### config.mk
export PLATFORM = sky130hd
export DESIGN_NAME = mt_state_ctrl
export DESIGN_NICKNAME = d
export VERILOG_FILES = /design/src/rtl/mt_state_ctrl.sv
export SDC_FILE = /design/constraint.sdc
export NUM_CORES = 1
export LEC_CHECK = 0
export ABC_CLOCK_PERIOD_IN_PS = 7800
export CAP_MARGIN = 20
export CELL_PAD_IN_SITES_DETAIL_PLACEMENT = 2
export CELL_PAD_IN_SITES_GLOBAL_PLACEMENT = 2
export CORE_UTILIZATION = 32
export DETAILED_ROUTE_END_ITERATION = 8
export PLACE_DENSITY_LB_ADDON = 0.2
export SYNTH_ARGS = -nofsm -noshare
export SYNTH_HDL_FRONTEND = slang
export SYNTH_SLANG_ARGS = --single-unit
### constraint.sdc
create_clock -name clk -period 7.8 [get_ports clk]
set_input_delay 1.56 -clock clk [delete_from_list [all_inputs] [get_ports clk]]
set_output_delay 1.56 -clock clk [all_outputs]
set_load 0.03 [all_outputs]
### src/rtl/mt_state_ctrl.sv
// mt_state_ctrl: sequencer for the N-word dual-port MT19937 state SRAM.
// Seeds the state array from a 32-bit seed, then twists it in place one word
// per two cycles and streams each new word on a valid/ready interface.
//
// Optional build macro: MT_TEMPER_EN
//   defined   -> out_data carries the MT19937-tempered word
//   undefined -> out_data carries the raw new state word (debug)
//
// Ports:
//   clk, rst_n              clock, asynchronous active-low reset
//   seed_valid, seed        load a new seed (always accepted, highest priority)
//   busy                    high while the state array is being seeded
//   out_valid, out_ready,
//   out_data                generated-word stream
//   sram_wr, sram_addr1,
//   sram_di, sram_do1       SRAM port 1 (read/write, registered read data)
//   sram_addr2, sram_do2    SRAM port 2 (read only, registered read data)
module mt_state_ctrl #(
  parameter  int unsigned N  = 624,
  parameter  int unsigned M  = 397,
  localparam int unsigned AW = $clog2(N)
) (
  input  logic          clk,
  input  logic          rst_n,
  input  logic          seed_valid,
  input  logic [31:0]   seed,
  output logic          busy,
  output logic          out_valid,
  input  logic          out_ready,
  output logic [31:0]   out_data,
  output logic          sram_wr,
  output logic [AW-1:0] sram_addr1,
  output logic [AW-1:0] sram_addr2,
  output logic [31:0]   sram_di,
  input  logic [31:0]   sram_do1,
  input  logic [31:0]   sram_do2
);

  localparam logic [AW-1:0] LAST     = AW'(N - 1);
  localparam logic [AW-1:0] WRAP_IDX = AW'(N - M);
  localparam logic [AW-1:0] OFS_M    = AW'(M);
  localparam logic [31:0]   MATRIX_A = 32'h9908_B0DF;
  localparam logic [31:0]   INIT_MUL = 32'd1812433253;

  typedef enum logic [1:0] {
    ST_IDLE,
    ST_SEED,
    ST_RD,
    ST_WR
  } state_e;

  state_e        state_q, state_d;
  logic [AW-1:0] i_q, i_d;
  logic [AW-1:0] k_q, k_d;
  logic [31:0]   cur_q, cur_d;
  logic [31:0]   prev_q, prev_d;
  logic          out_valid_q, out_valid_d;
  logic [31:0]   out_data_q, out_data_d;

  logic [AW-1:0] i_next_c;
  logic [AW-1:0] addr_m_c;
  logic [31:0]   seed_word_c;
  logic [31:0]   y_c;
  logic [31:0]   twist_c;
  logic [31:0]   out_word_c;
  logic          slot_free_c;

`ifdef MT_TEMPER_EN
  // MT19937 output tempering.
  function automatic logic [31:0] temper(input logic [31:0] x);
    logic [31:0] y;
    y = x;
    y = y ^ (y >> 11);
    y = y ^ ((y << 7) & 32'h9D2C_5680);
    y = y ^ ((y << 15) & 32'hEFC6_0000);
    y = y ^ (y >> 18);
    return y;
  endfunction
`endif

  // Index arithmetic: wrap without a divider.
  always_comb begin
    i_next_c = (i_q == LAST) ? '0 : i_q + AW'(1);
    addr_m_c = (i_q >= WRAP_IDX) ? i_q - WRAP_IDX : i_q + OFS_M;
  end

  // Seeding recurrence and twist datapath.
  always_comb begin
    seed_word_c = 32'(INIT_MUL * (prev_q ^ (prev_q >> 30))) + 32'(k_q);
    // cur_q holds the old x[i]; sram_do1 is x[i+1], sram_do2 is x[i+M].
    y_c         = {cur_q[31], sram_do1[30:0]};
    twist_c     = sram_do2 ^ {1'b0, y_c[31:1]} ^ (y_c[0] ? MATRIX_A : 32'h0);
`ifdef MT_TEMPER_EN
    out_word_c  = temper(twist_c);
`else
    out_word_c  = twist_c;
`endif
    slot_free_c = !out_valid_q || out_ready;
  end

  // Next-state and SRAM control.
  always_comb begin
    state_d     = state_q;
    i_d         = i_q;
    k_d         = k_q;
    cur_d       = cur_q;
    prev_d      = prev_q;
    out_valid_d = out_valid_q;
    out_data_d  = out_data_q;
    busy        = 1'b0;
    sram_wr     = 1'b0;
    sram_addr1  = '0;
    sram_addr2  = '0;
    sram_di     = '0;

    if (out_valid_q && out_ready) begin
      out_valid_d = 1'b0;
    end

    unique case (state_q)
      ST_IDLE: begin
      end
      ST_SEED: begin
        busy       = 1'b1;
        sram_wr    = 1'b1;
        sram_addr1 = k_q;
        // prev_q was loaded with the seed itself, so k=0 writes the seed.
        sram_di    = (k_q == '0) ? prev_q : seed_word_c;
        prev_d     = sram_di;
        if (k_q == LAST) begin
          state_d = ST_RD;
          i_d     = '0;
        end else begin
          k_d = k_q + AW'(1);
        end
      end
      ST_RD: begin
        sram_addr1 = i_next_c;
        sram_addr2 = addr_m_c;
        state_d    = ST_WR;
      end
      ST_WR: begin
        if (slot_free_c) begin
          sram_wr     = 1'b1;
          sram_addr1  = i_q;
          sram_di     = twist_c;
          out_data_d  = out_word_c;
          out_valid_d = 1'b1;
          cur_d       = sram_do1;
          i_d         = i_next_c;
          state_d     = ST_RD;
        end else begin
          // Re-read the same words so the read registers stay stable.
          sram_addr1 = i_next_c;
          sram_addr2 = addr_m_c;
        end
      end
      default: begin
        state_d = ST_IDLE;
      end
    endcase

    // A new seed overrides everything, including a pending WR write.
    if (seed_valid) begin
      state_d     = ST_SEED;
      k_d         = '0;
      prev_d      = seed;
      cur_d       = seed;
      out_valid_d = 1'b0;
      out_data_d  = out_data_q;
      i_d         = i_q;
      if (state_q == ST_WR) begin
        sram_wr = 1'b0;
      end
    end
  end

  // State registers.
  always_ff @(posedge clk or negedge rst_n) begin
    if (!rst_n) begin
      state_q     <= ST_IDLE;
      i_q         <= '0;
      k_q         <= '0;
      cur_q       <= '0;
      prev_q      <= '0;
      out_valid_q <= 1'b0;
      out_data_q  <= '0;
    end else begin
      state_q     <= state_d;
      i_q         <= i_d;
      k_q         <= k_d;
      cur_q       <= cur_d;
      prev_q      <= prev_d;
      out_valid_q <= out_valid_d;
      out_data_q  <= out_data_d;
    end
  end

  assign out_valid = out_valid_q;
  assign out_data  = out_data_q;

endmodule

==> metrics list, run 1 <==
* Outcome: finished, violations left
- Violations in the final reports: setup timing
- The top cell type by area accounts for 22.3% of the synthesized area.
- Final Hold Slack: approximately 480 ps
- Cell type of the slowest stage on the worst timing path: fa_1
* Gp weighted congestion: roughly 0.89
* Die footprint: approximately 44000 um2
* Worst Setup End Kind: output port
- In the final routed layout, each cell accounts on average for around 26 um.
* Dominant register cell in the synthesized netlist: dfrtp_1
- Maximum number of buffers from clock root to sink: 2
* Crit path DAT: between 6000 and 7000 ps
* Share of synthesized flip-flops with an asynchronous set or reset: 100%
* Number of distinct library cells after synthesis: 70
- After layout, the worst path uses 108% of the clock period.
- Highest net fanout along the worst path: 3
- For the worst flop-to-flop path, the logic depth is 27.
- The count of final hold-check violations is 0.
* Cell row count: 75
- The initial utilization of the core area, before any placement, comes to 32.5%.
- By startpoint and endpoint, the worst setup path is classified as register to output port.
- Number of port buffers: ~190
- # DRC: 0
* Max cap viols: 0
- Gate count after technology mapping: 1480
- The synthesized design contains 0 enable-type register cells.
- Summed over all nets, the half-perimeter wirelength after detailed placement is about 47 mm.
- Worst slew pin tran: between 1000 and 1500 ps
* Seq/Total Area, Yosys: between 15 and 20%
* Die Y: approximately 210 um
- CP most frequent cell: fa_1
* Iteration-0 DRC Markers: between 400 and 500
- Initial antenna violation count: 1
- Die outline width: 209 um
* CTS buffer count: 9
* Antenna violation net count after detailed routing: 0
- Clock insertion delay at the later pin of the skew report: 400 ps
- TritonCTS clock tree: done
* Max transition margin: approximately 33%
- Cells taking the most area after synthesis: fa_1, ha_1, dfrtp_1, inv_1, xnor2_1
* Synth Register Bits: approximately 90
- Using the TritonRoute via totals, the vias-per-cell ratio works out to a little over 5.
- At the worst endpoint, the required time is around 6200 ps.
* Clock Skews: 21.4 ps
- Number of top-level design ports: about 190
* Clock-pin slew reported for the worst setup and hold paths after clock tree synthesis: approximately 70 ps
- Pin count of the biggest net entering global routing: 70
- Number of antenna diodes: 0
- Detailed-route via count: 12100
* Cell at the root of the clock tree: clkbuf_16
- The H-tree was split into 3 levels.
- The tightest min-delay check is of the register to register type.
- Placed Instances: 2277
- For this run, the top clock speed supported by timing is 0.118 GHz.
- The net count of the finished layout is around 2300.
* Routed wire length: approximately 60 mm
- Cells with a size suffix above 1 make up about a fifth of the layout.
- Placeable Area: ~42000 um2
- The count of cells in the finished layout, fillers not included, comes to 2337.
* Overall track demand over capacity in global routing: 26.7%
* Hold-fix buffers, CTS: 0
- Global-route wire length before repair: around 86 mm
- Counting instances, the worst hold path has a depth of 2.
* Initial DRT Pass Iterations: 4
- In this run the cell area of the synthesized design comes to between 10000 and 15000 um2.
* Mean Syn Cell Area: between 9 and 10 um2
- The worst setup path is launched from a register.
* Post-synth top area cell: fa_1
* Crit path setup slack, layout: -641 ps
* Number of pins with negative max-slew slack in the final report: 0
* Final Critical Period: roughly 8400 ps
- Setup violations remaining at the end of the flow were counted as 17.
- Clk sinks: 88
- The number of nets handed over by synthesis was between 1500 and 2000.
* Total global routing overflow: 0
- Number of warnings issued by yosys: 0
- RSZ-0062 raised after global routing: true
- The via count of the first global-routing pass was ~14000.
- Critical Path Max Stage Delay: approximately 520 ps
* Layout overhead on the synthesized area: 36.7%
-- worst max-delay path: cells and delay by family (launching register included) --
kind            cells  cell delay (ps)
xor+xnor            2              390
flops               1              450
simple gates        2              380
buf+inv             5              370
compound gates      7             1310
fa+ha+maj           9             3290
mux                 1              260
-- path summary, 6_finish.rpt --
check | to | slack, ps | start
min in group asynchronous | out_data[7] | 1120 | rst_n
setup reg to reg | prev_q[30] | 840 | prev_q[30]
max in group asynchronous | prev_q[16] | 5380 | rst_n
hold / removal | out_data[19] | 480 | out_data[19]
hold reg to reg | out_data[19] | 480 | out_data[19]
setup / recovery | sram_di[31] | -640 | prev_q[30]
-- metal layers --
metal  up-vias  part of all wire, %  GRT usage (%)
met4         2                  3.8           8.32
met3       100                  2.9           4.75
met5         -                0.030              0
li1       5494                    -              -
met2       240                   53           49.2
met1      6231                   40           31.1
-- placed cells by master, fill, tap and decap left out, types with 9 or more instances in the layout --
cell type        instances
inv_1                  252
ha_1                   195
clkdlybuf4s50_1        162
buf_4                  159
fa_1                   145
nand2_1                103
xnor2_1                 82
o21ai_0                 76
dfrtp_1                 73
nor2_1                  71
a21oi_1                 44
ha_4                    35
xor2_1                  32
o22ai_1                 24
mux2i_1                 19
a21o_1                  18
buf_6                   17
and3_1                  16
o21ai_1                 15
dfrtp_2                 15
inv_2                   14
nand3_1                 13
nor3_1                  12
buf_12                  11
nand4_1                 10
ha_2                    10
clkbuf_16               10
a21oi_2                  9
-- metrics by stage --
stage                     util, %  cell area [um2]  TNS [ps]  setup slack (ps)
final                        44.5            18700     -7030              -641
after global routing         44.5            18700     -9730              -792
after CTS                    42.7            18000     -7760              -776
after detailed placement     40.6            17100     -3780              -475
after global placement       40.6            17100     -1460              -244
after floorplan                 -            13800         0              10.3
-- cell type report --
| type | count | area, um2 |
|---|---|---|
| timing repair buffer | 356 | 3320 |
| tap | 539 | 674 |
| sequential | 88 | 2220 |
| clock buffer | 11 | 243 |
| fill | 4430 | 23400 |
| multi-input combinational | 1070 | 11200 |
| inverter | 268 | 1010 |
| clock inverter | 5 | 104 |
-- cell usage after synthesis (all sizes together) (2+ instances only) --
library cell	n
inv	267
ha	240
fa	153
nand2	105
o21ai	99
dfrtp	88
xnor2	87
nor2	72
a21oi	58
clkbuf	43
xor2	36
o22ai	24
mux2i	21
a21o	18
and3	16
nand3	15
nor3	13
buf	11
nand4	10
a31oi	8
o21a	8
a221o	7
o211ai	7
a211oi	6
and2	6
o31ai	5
or2	5
or3	5
o221ai	4
a311oi	3
mux2	3
nand2b	3
nor2b	3
a22oi	2
a31o	2
and4	2
maj3	2
o21bai	2
o2bb2ai	2
o41ai	2
or4	2
-- sequential cells by signal (all words and copies together), names as in the netlist --
| name | count |
|---|---|
| prev_q | 32 |
| out_data | 32 |
| i_q | 10 |
| cur_q | 1 |
| out_valid | 1 |
| k_q | 10 |
| state_q | 2 |
-- cells by family (layout without fill, tap and decap cells) --
family,after synthesis,after routing,synth area share [%]
compound gates,267,267,12.3
flops,88,88,16.1
simple gates,261,261,8.56
mux,24,24,1.78
fa+ha+maj,395,395,44.4
buf+inv,322,640,9.03
xor+xnor,123,123,7.86
-- timing repair --
item,4_1_cts,5_1_grt
pin swaps,47,56
setup buffers,35,24
setup endpoints to repair,20,23
resized for setup,80,103
Power of run 1 is left out: the tool's default activity adds up to more than one toggle a clock period on the data nets, which glitch-free logic cannot reach.
==> run 2, diff against run 1 <==
==> constraint.sdc (replaced) <==
create_clock -name clk -period 7.8 [get_ports clk]
set_input_delay 1.56 -clock clk [delete_from_list [all_inputs] [get_ports clk]]
set_output_delay 1.56 -clock clk [all_outputs]
set_load 0.01 [all_outputs]
==> metrics list, run 2 (synthesis gave the netlist of run 1 again) <==
- Net count, final: 2323 (+1.6%)
* Startpoint types: register
- Detailed-route via count: 12800 (+6.2%)
- Cell type of the slowest stage on the worst timing path: fa_1
- The proportion of layout cells with a drive suffix above 1 is 23.6% (+3.4 points).
- Final Critical Period: 8930 ps (+486 ps)
* Clk sinks: 88 (unchanged)
- Most common library cell in the layout ignoring fill and taps: inv_1
* Clock Skews: 22.4 ps (+0.997 ps)
- Clock-pin slew reported for the worst setup and hold paths after clock tree synthesis: 90 ps (+20 ps)
- Max transition margin: 31.9% (-0.86 points)
* Max cap viols: 0 (unchanged)
- Placed Instances: 2304 (+1.2%)
- Final setup fails: 21 (+4)
- The height of the die is 209 um (unchanged).
- The initial cell density of the core was 32.5% (unchanged).
- Initial DRT Pass Iterations: 5 (+1)
- The number of port buffers was 186 (unchanged).
- # fillers: 4449 (+0.43%)
- The worst setup path is of the register to output port kind.
- Maximum clock rate: 0.112 GHz (-5.4%)
- The global route total overflow came to 0 (unchanged).
- The per-cell routed wire length came to 28.5 um (+11%).
- Crit path setup slack, layout: -1130 ps (-486 ps)
- The pin count of the biggest net entering global routing is 64 (-8.6%).
- Iteration-0 DRC Markers: 516 (+9.6%)
- Die outline width: 209 um (unchanged)
- Relative to the synthesized area, the layout overhead comes to 39.3%.
- The kind of cell with the highest combined delay along the critical path is adder cells.
* Non-filler instance count after layout: 2375 (+1.6%)
- Gp weighted congestion: 0.915 (+2.8%)
* Via count of the first global-routing pass: 14300 (+2.6%)
- Cell row count: 75 (unchanged)
* Violations in the final reports: setup timing
* Placeable Area: 42100 um2 (unchanged)
- The half-perimeter wire length after detailed placement came to 47.7 mm (+1.4%).
- Period Utilization, post-route: 114% (+6.2 points)
- Worst Setup End Kind: output port
- Crit path DAT: 7370 ps (+490 ps)
- TritonCTS clock tree: done
- Hold crit path type: register to register
* CTS buffer count: 9 (unchanged)
- The number of max-slew violations in the final report is 0 (unchanged).
- CP most frequent cell: fa_1
- The maximum clock insertion buffer count came to 2 (unchanged).
- # DRC: 0 (unchanged)
* Highest net fanout along the worst path: 5 (+2)
* Setup total negative slack: -10960 ps (-3930 ps)
* Via-per-instance ratio: 5.40 (+4.5%)
- Worst slew pin tran: 1020 ps (+15.3 ps)
- The initial antenna violation count came to 1 (unchanged).
- Number of top-level design ports: 187 (unchanged)
- Outcome: finished, violations left
- The overall track demand over capacity in global routing came to 28.6% (+1.9 points).
- Setup repair after global routing could not meet its margin everywhere.
* Routed wire length: 67.8 mm (+13%)
- Critical path buffers and inverters: 7 (+2)
* Cell at the root of the clock tree: clkbuf_16
- The worst-skew pair later-pin latency is 410 ps (about the same).
* Die footprint: 43700 um2 (unchanged)
- The H-tree depth came to 3 (unchanged).
* Antenna violation net count after detailed routing: 0 (unchanged)
- The global-route wire length before repair was 91.6 mm (+6.8%).
- The delay of the slowest cell on the worst path came to 540 ps (+20 ps).
- Leading cell types in the layout, fill and taps excluded: inv_1, ha_1, buf_4
- Endpoint required time on the critical path: 6240 ps (about the same)
- The count of final hold-check violations is 0 (unchanged).
==> run 2: changes by cell type in the layout (fill, tap and decap cells not counted), moves of 5 or more <==
cell / delta
buf_2: +17
buf_4: +26
buf_6: -5
ha_1: -5
ha_4: +8
inv_1: -11
inv_2: +12
==> run 2: layout make-up <==
class / instances / area [um2] / area share, %
Inverter: 268 / 1010 / 5.27
Clock inverter: 6 / 90.1 / 0.472
Clock buffer: 10 / 239 / 1.25
Antenna cell: 1 / 2.50 / 0.0131
Timing Repair Buffer: 393 / 3490 / 18.3
Tap cell: 539 / 674 / 3.53
Sequential cell: 88 / 2220 / 11.6
Multi-Input combinational cell: 1070 / 11400 / 59.6
==> run 2: timing repair <==
action | in CTS | in global routing
gates resized for setup | 192 | 116
pin swaps | 66 | 81
buffers inserted | 23 | 35
hold buffers | 0 | 0
endpoints found under the setup margin | 22 | 22
==> run 2: per-layer routing <==
layer  share of wire (%)  vias up  wire [um]  GRT usage [%]
met5                   0        -          0              0
met4                 5.8        0       3940           11.8
met3                 3.3      188       2210           3.52
met2                  53      359      36100           52.8
met1                  38     6703      25500           33.1
li1                    -     5568          -              -
==> run 2: stage by stage <==
stage	cell area, um2	util, %	setup slack [ps]	hold slack (ps)
6_report	19100	45.3	-1130	481
5_1_grt	19100	45.3	-1230	520
4_1_cts	18200	43.2	-629	489
3_5_place_dp	17300	41.0	-982	474
3_3_place_gp	17300	41.0	-693	463
2_1_floorplan	13800	-	22.8	516
==> run 2: final timing paths <==
kind	depth (start not counted)	startpoint	to	slack [ps]
worst max-delay path	27	prev_q[1]	sram_di[31]	-1130
worst min-delay path	2	out_data[24]	out_data[24]	480
worst max register to register	28	prev_q[1]	prev_q[30]	640
worst min register to register	2	out_data[24]	out_data[24]	480
max in group asynchronous	2	rst_n	prev_q[18]	5370
min in group asynchronous	1	rst_n	out_data[9]	1140
==> run 2: worst min-delay path: stages (launching register included) <==
cell	delay [ps]
dfrtp_1	340
nand2_1	50
o21ai_0	60
Power of run 2 is left out for the same reason.
==> run 3, diff against run 2 <==
--- a/config.mk
+++ b/config.mk
@@ -10,6 +10,7 @@
 export CELL_PAD_IN_SITES_DETAIL_PLACEMENT = 2
 export CELL_PAD_IN_SITES_GLOBAL_PLACEMENT = 2
 export CORE_UTILIZATION = 32
+export CTS_CLUSTER_DIAMETER = 80
 export DETAILED_ROUTE_END_ITERATION = 8
 export PLACE_DENSITY_LB_ADDON = 0.2
 export SYNTH_ARGS = -nofsm -noshare
==> results of run 3 <==
No change in the layout: final DEF, timing and power equal those of run 2.
Power of run 3 is left out for the same reason.
